`src/rtl/present80_pkg.sv`:
```
// Shared definitions for the PRESENT-80 bus front-end: register byte
// addresses, round count and sequencer state encoding.
package present80_pkg;

  localparam int unsigned KEY0_A   = 32'h00;
  localparam int unsigned KEY1_A   = 32'h04;
  localparam int unsigned KEY2_A   = 32'h08;
  localparam int unsigned PT0_A    = 32'h0C;
  localparam int unsigned PT1_A    = 32'h10;
  localparam int unsigned CTRL_A   = 32'h14;
  localparam int unsigned STATUS_A = 32'h18;
  localparam int unsigned CT0_A    = 32'h1C;
  localparam int unsigned CT1_A    = 32'h20;

  // Rounds the cipher core runs between load and ciphertext capture.
  localparam int unsigned ROUNDS = 31;

  typedef enum logic [1:0] {
    IDLE = 2'd0,
    LOAD = 2'd1,
    RUN  = 2'd2
  } state_t;

endpackage

```
`src/rtl/present80_seq.sv`:
```
// Run sequencer: holds the cipher core in reset while idle and for one load
// cycle, then releases it and counts rounds until the ciphertext is ready.
module present80_seq
  import present80_pkg::*;
(
  input  logic clk,
  input  logic rstn,
  input  logic start,
  output logic run_q,
  output logic busy,
  output logic capture
);

  localparam logic [4:0] LAST_RND = 5'(ROUNDS - 1);

  state_t     state_q;
  state_t     state_d;
  logic [4:0] rnd_q;
  logic [4:0] rnd_d;
  logic       run_d;

  assign busy = (state_q != IDLE);

  // State, round counter and core-release flop.
  always_ff @(posedge clk or negedge rstn) begin
    if (!rstn) begin
      state_q <= IDLE;
      rnd_q   <= '0;
      run_q   <= 1'b0;
    end else begin
      state_q <= state_d;
      rnd_q   <= rnd_d;
      run_q   <= run_d;
    end
  end

  // Next-state logic; capture pulses on the last RUN cycle, where the core's
  // combinational output already holds the final ciphertext.
  always_comb begin
    state_d = state_q;
    rnd_d   = rnd_q;
    run_d   = run_q;
    capture = 1'b0;
    case (state_q)
      IDLE: begin
        run_d = 1'b0;
        if (start) state_d = LOAD;
      end
      LOAD: begin
        rnd_d   = '0;
        run_d   = 1'b1;
        state_d = RUN;
      end
      RUN: begin
        if (rnd_q == LAST_RND) begin
          capture = 1'b1;
          run_d   = 1'b0;
          state_d = IDLE;
        end else begin
          rnd_d = rnd_q + 5'd1;
        end
      end
      default: begin
        run_d   = 1'b0;
        state_d = IDLE;
      end
    endcase
  end

endmodule

```
`src/rtl/present80_mmio.sv`:
```
// 32-bit register front-end for the iterative PRESENT-80 core: key/plaintext
// registers, start/status control, ciphertext capture and completion irq.
module present80_mmio
  import present80_pkg::*;
#(
  parameter int ADDR_W = 6
) (
  input  logic              clk,
  input  logic              rstn,
  input  logic [ADDR_W-1:0] addr,
  input  logic              we,
  input  logic              re,
  input  logic [31:0]       wdata,
  output logic [31:0]       rdata,
  output logic              irq,
  output logic              core_rstn,
  output logic [79:0]       core_key,
  output logic [63:0]       core_pt,
  input  logic [63:0]       core_ct
);

  logic [79:0] key_q;
  logic [63:0] pt_q;
  logic [63:0] ct_q;
  logic        done_q;
  logic [31:0] rdata_q;
  logic [31:0] rd_mux;
  logic [31:0] reg_a;
  logic        run_q;
  logic        busy;
  logic        capture;
  logic        start_req;
  logic        start_acc;
  logic        clr_req;
  logic        wr_ok;
  logic        unused_addr_lsb;

  // Byte offset with the sub-word bits dropped.
  assign reg_a           = 32'({addr[ADDR_W-1:2], 2'b00});
  assign unused_addr_lsb = ^addr[1:0];

  assign wr_ok     = we & ~busy;
  assign start_req = we & (reg_a == CTRL_A) & wdata[0];
  assign start_acc = start_req & ~busy;
  assign clr_req   = we & (reg_a == STATUS_A) & wdata[1];

  present80_seq u_seq (
    .clk     (clk),
    .rstn    (rstn),
    .start   (start_req),
    .run_q   (run_q),
    .busy    (busy),
    .capture (capture)
  );

  // Key and plaintext registers; frozen while a run is in progress.
  always_ff @(posedge clk or negedge rstn) begin
    if (!rstn) begin
      key_q <= '0;
      pt_q  <= '0;
    end else if (wr_ok) begin
      case (reg_a)
        KEY0_A: key_q[31:0]  <= wdata;
        KEY1_A: key_q[63:32] <= wdata;
        KEY2_A: key_q[79:64] <= wdata[15:0];
        PT0_A:  pt_q[31:0]   <= wdata;
        PT1_A:  pt_q[63:32]  <= wdata;
        default: ;
      endcase
    end
  end

  // Ciphertext holds until the next completion.
  always_ff @(posedge clk or negedge rstn) begin
    if (!rstn) begin
      ct_q <= '0;
    end else if (capture) begin
      ct_q <= core_ct;
    end
  end

  // Done flag: completion sets it and wins over a same-cycle clear.
  always_ff @(posedge clk or negedge rstn) begin
    if (!rstn) begin
      done_q <= 1'b0;
    end else if (capture) begin
      done_q <= 1'b1;
    end else if (start_acc || clr_req) begin
      done_q <= 1'b0;
    end
  end

  // Read decode from pre-write register values.
  always_comb begin
    rd_mux = '0;
    case (reg_a)
      KEY0_A:   rd_mux = key_q[31:0];
      KEY1_A:   rd_mux = key_q[63:32];
      KEY2_A:   rd_mux = {16'h0000, key_q[79:64]};
      PT0_A:    rd_mux = pt_q[31:0];
      PT1_A:    rd_mux = pt_q[63:32];
      STATUS_A: rd_mux = {30'd0, done_q, busy};
      CT0_A:    rd_mux = ct_q[31:0];
      CT1_A:    rd_mux = ct_q[63:32];
      default:  rd_mux = '0;
    endcase
  end

  // Registered read data, one cycle after re.
  always_ff @(posedge clk or negedge rstn) begin
    if (!rstn) begin
      rdata_q <= '0;
    end else if (re) begin
      rdata_q <= rd_mux;
    end
  end

  assign rdata     = rdata_q;
  assign irq       = done_q;
  assign core_rstn = rstn & run_q;
  assign core_key  = key_q;
  assign core_pt   = pt_q;

endmodule

```
`config.mk`:
```
export PLATFORM = sky130hd
export DESIGN_NAME = present80_mmio
export DESIGN_NICKNAME = d
export VERILOG_FILES = /design/src/rtl/present80_pkg.sv /design/src/rtl/present80_seq.sv /design/src/rtl/present80_mmio.sv
export SDC_FILE = /design/constraint.sdc
export NUM_CORES = 1
export LEC_CHECK = 0
export CORE_MARGIN = 2
export CORE_UTILIZATION = 52
export CTS_CLUSTER_SIZE = 16
export DETAILED_ROUTE_END_ITERATION = 10
export DONT_BUFFER_PORTS = 1
export PLACE_DENSITY_LB_ADDON = 0.3
export SETUP_SLACK_MARGIN = 0.4
export SLEW_MARGIN = 40
export SYNTH_ARGS = -nofsm -noshare
export SYNTH_HDL_FRONTEND = slang
export SYNTH_HIERARCHICAL = 1
export SYNTH_SLANG_ARGS = --single-unit
```
`constraint.sdc`:
```
create_clock -name clk -period 5.15 [get_ports clk]
set_clock_uncertainty 0.15 [all_clocks]
set_input_delay 1.03 -clock clk [delete_from_list [all_inputs] [get_ports clk]]
set_output_delay 1.03 -clock clk [all_outputs]
set_load 0.005 [all_outputs]
```
==> metrics.md <==
| Metric | Value |
|---|---|
| Number of buffers inserted during clock tree synthesis | 27 |
| Critical path data required time | 5400 ps |
| P&R area growth vs syn | 10.7% |
| Final min period | 2940 ps |
| Row count | 53 |
| Maxcap violations | 0 |
| Final Util | 58.7% |
| Slack of the critical path | 2210 ps |
| Most common library cell in the layout ignoring fill and taps | sky130_fd_sc_hd__dfrtp_1 |
| Die Height | 151 um |
| Peak supply drop | 282 uV |
| Global-route met1 utilization | 34.2% |
| Period Utilization, post-route | 57.1% |
| Net switching power | 1.60 mW |
| Flop pwr share | 50.3% |
| Cell-by-cell trace of the critical path | or2_2, nor4b_2, nand2_2, buf_4, mux2_2 |
| Number of nets in the layout | 898 |
| Worst Max-Slew Pin Slew | 888 ps |
| Syn_area_per_cell | 13.8 sq um |
| Pin count of the biggest net entering global routing | 251 |
| Final Wtd Congestion | 0.817 |
| Max-slew violation total from the final report | 0 |
| Count of TritonRoute iterations in the first routing pass | 5 |
| Met3 track utilization from global routing | 8.73% |
| Library cell contributing the largest single delay on the critical path | sky130_fd_sc_hd__nor4b_2 |
| Internal power contribution | 4.21 mW |
| Number of buffers inserted by hold repair at cts | 0 |
| Port bufs | 0 |
| Clock insertion delay at the later pin of the skew report | 540 ps |
| Overall power of the completed layout | 5.81 mW |
| Leakage power figure | 5.64 nW |
| Clock transition time at the flip-flop clock pins of the worst setup and hold paths | 60 ps |
| Overall die area | 0.0227 sq mm |
| Outcome | completed |
| Final setup vio count | 0 |
| CTS-repair resized insts | 0 |
| Post-CTS Setup Repair Bufs | 0 |
| Most frequent cells in the layout | sky130_fd_sc_hd__dfrtp_1, sky130_fd_sc_hd__mux2_2, sky130_fd_sc_hd__mux2_4, sky130_fd_sc_hd__mux2i_1, sky130_fd_sc_hd__clkbuf_16 |
| Count of unresolved DRC violations after routing | 0 |
| Data arrival time of the critical path | 3190 ps |
| FFs w/ async S/R, synth | 100% |
| Overall global routing resource usage | 28.3% |
| Layout cell share with drive strength beyond 1 | 36.7% |
| # clock sinks | 249 |
| Aggregate global routing overflow | 0 |
| Total standard cell area after synthesis | 0.0112 sq mm |
| RSZ-0062 raised after global routing | false |
| Number of top-level pins | 284 |
| Global-route wire length before repair | 47900 um |
| Worst setup slack before clock tree synthesis | 1850 ps |
| Worst hold margin | 57.8 ps |
| Number of synthesized register bits | 249 |
| Category of the worst setup path capture point | flip-flop |
| Number of DRC markers after the initial detailed-route iteration | 376 |
| Routed wire per std cell | 30.3 um |
| Type of origin of the critical path | flip-flop |
| Worst hold path type | in2async |
| Fraction of power spent switching nets | 27.6% |
| Maximum operating frequency | 340 MHz |
| Post-synthesis cell count | 811 |
| Peak-usage layer in the global routing report | met2 |
| Standard cell core area | 0.0211 sq mm |
| PwrDens | 470 mW/mm^2 |
| Kind of critical path | reg2reg |
| Library cells used by synthesis | 55 |
| Synth Warn # | 6 |
| Hold Fails Final Rpt | 0 |
| Met2 usage in global routing | 47.2% |
| Number of synthesized flops with an enable pin | 0 |
| Via count normalized by instance count | 6.71 |
| Total negative slack | 0 ps |
| Cell chosen for the clock root | sky130_fd_sc_hd__clkbuf_16 |
| Maximum net fanout on the critical path | 18 |
| Gate power share | 14.4% |
| DP Wirelength | 20900 um |
| Leading register cell type out of synthesis | sky130_fd_sc_hd__dfrtp_1 |
| Share of power burned in the clock network | 35.3% |
| Fillcell total | 1632 |
| Antenna violations before repair | 2 |
| Routed vias | 7292 |
| Crit path buf inv count | 1 |
| Number of global-route vias before repair | 7771 |
| Starting Density | 53.0% |
| Post-Route WL | 32900 um |
| CTS max path bufs | 3 |
| Antenna violation net count after detailed routing | 0 |
| Number of nets in the synthesized netlist | 919 |
| Max H-tree Level | 1 |
| Clock tree from TritonCTS | done |
| Share of synthesized area occupied by flip-flops and latches | 55.8% |
| DIE WIDTH | 151 um |
| Worst path top cell family by delay | simple AND/OR/NAND/NOR gates |
| Largest stage delay, worst path | 630 ps |
| Slew margin rel. | 40.8% |
registers in the layout, indices dropped and copies added, names as in the netlist:
name	flops
irq	1
u_seq/rnd_q	5
rdata	32
core_pt	64
core_key	80
u_seq/state_q	2
ct_q	64
u_seq/run_q	1
worst reg2reg max path, delay by kind of cell (launching register included):
family / cells / cell delay (ps)
mux: 1 / 320
simple gates: 3 / 1530
buf+inv: 1 / 430
flops: 1 / 400
area by class of cell:
cell class                      count  area [sq um]  area share [%]
Antenna cell                        1          2.50          0.0202
Clock buffer                       38           787            6.36
Clock inverter                     12           173            1.40
Inverter                           23          86.3           0.698
Multi-Input combinational cell    477          4630            37.5
Sequential cell                   249          6230            50.4
Tap cell                          275           344            2.78
Timing Repair Buffer               12           115           0.930
power groups by stage:
stage / sequential (mW) / combinational [mW] / clock (mW)
floorplan: 2.76 / 0.720 / 0
global placement: 2.92 / 0.777 / 0
detailed placement: 2.96 / 0.835 / 0
CTS: 2.92 / 0.841 / 2.08
global route: 2.99 / 0.902 / 2.16
finish: 2.92 / 0.835 / 2.05
kinds of logic (layout without fill, tap and decap cells):
family,Yosys count,after routing,share of synthesized area (%)
AOI/OAI and AO/OA,152,152,10.9
xor gates and xnor gates,2,2,0.157
other,0,1,0
and+or+nand+nor,69,69,3.59
muxes,252,252,26.1
adders and majority gates,2,2,0.224
buffers and inverters,85,85,3.27
DFF,249,249,55.8
cell usage after synthesis (13+ instances only):
| library cell | instances | area share (%) |
|---|---|---|
| sky130_fd_sc_hd__clkbuf_1 | 31 | 1.0 |
| sky130_fd_sc_hd__mux2_2 | 191 | 19 |
| sky130_fd_sc_hd__nor2_1 | 14 | 0.47 |
| sky130_fd_sc_hd__o21ai_0 | 23 | 1.0 |
| sky130_fd_sc_hd__a222oi_1 | 13 | 1.2 |
| sky130_fd_sc_hd__a32oi_1 | 22 | 1.7 |
| sky130_fd_sc_hd__inv_1 | 23 | 0.77 |
| sky130_fd_sc_hd__nand2_1 | 13 | 0.44 |
| sky130_fd_sc_hd__o32a_1 | 19 | 1.7 |
| sky130_fd_sc_hd__dfrtp_1 | 249 | 56 |
| sky130_fd_sc_hd__mux2i_1 | 29 | 2.6 |
| sky130_fd_sc_hd__mux2_4 | 30 | 4.0 |
| sky130_fd_sc_hd__a22o_1 | 25 | 2.0 |
| sky130_fd_sc_hd__buf_2 | 13 | 0.58 |
| sky130_fd_sc_hd__buf_1 | 13 | 0.44 |
per-layer routing:
layer / wire (um) / vias up / share of wire [%]
met5: 0 / - / 0
met4: 1380 / 0 / 4.2
met3: 3340 / 98 / 10
met2: 15700 / 381 / 48
met1: 12500 / 3790 / 38
li1: - / 3023 / -
metrics by stage:
stage	area, sq um	cells
2_1_floorplan	11200	811
3_3_place_gp	11400	1034
3_5_place_dp	11400	1036
4_1_cts	12400	1086
5_1_grt	12400	1087
6_report	12400	1087
final timing paths:
path | start | endpoint | slack (ps) | cells after the start
max in group asynchronous | rstn | core_key[68] | 4050 | 0
setup reg to reg | u_seq/state_q[0] | core_key[1] | 2210 | 5
hold reg to reg | u_seq/state_q[0] | u_seq/rnd_q[2] | 330 | 1
setup / recovery | u_seq/state_q[0] | core_key[1] | 2210 | 5
hold / removal | rstn | core_key[67] | 60 | 0
min in group clk | u_seq/state_q[0] | u_seq/rnd_q[2] | 330 | 1
Power figures use the tool's default switching activity.
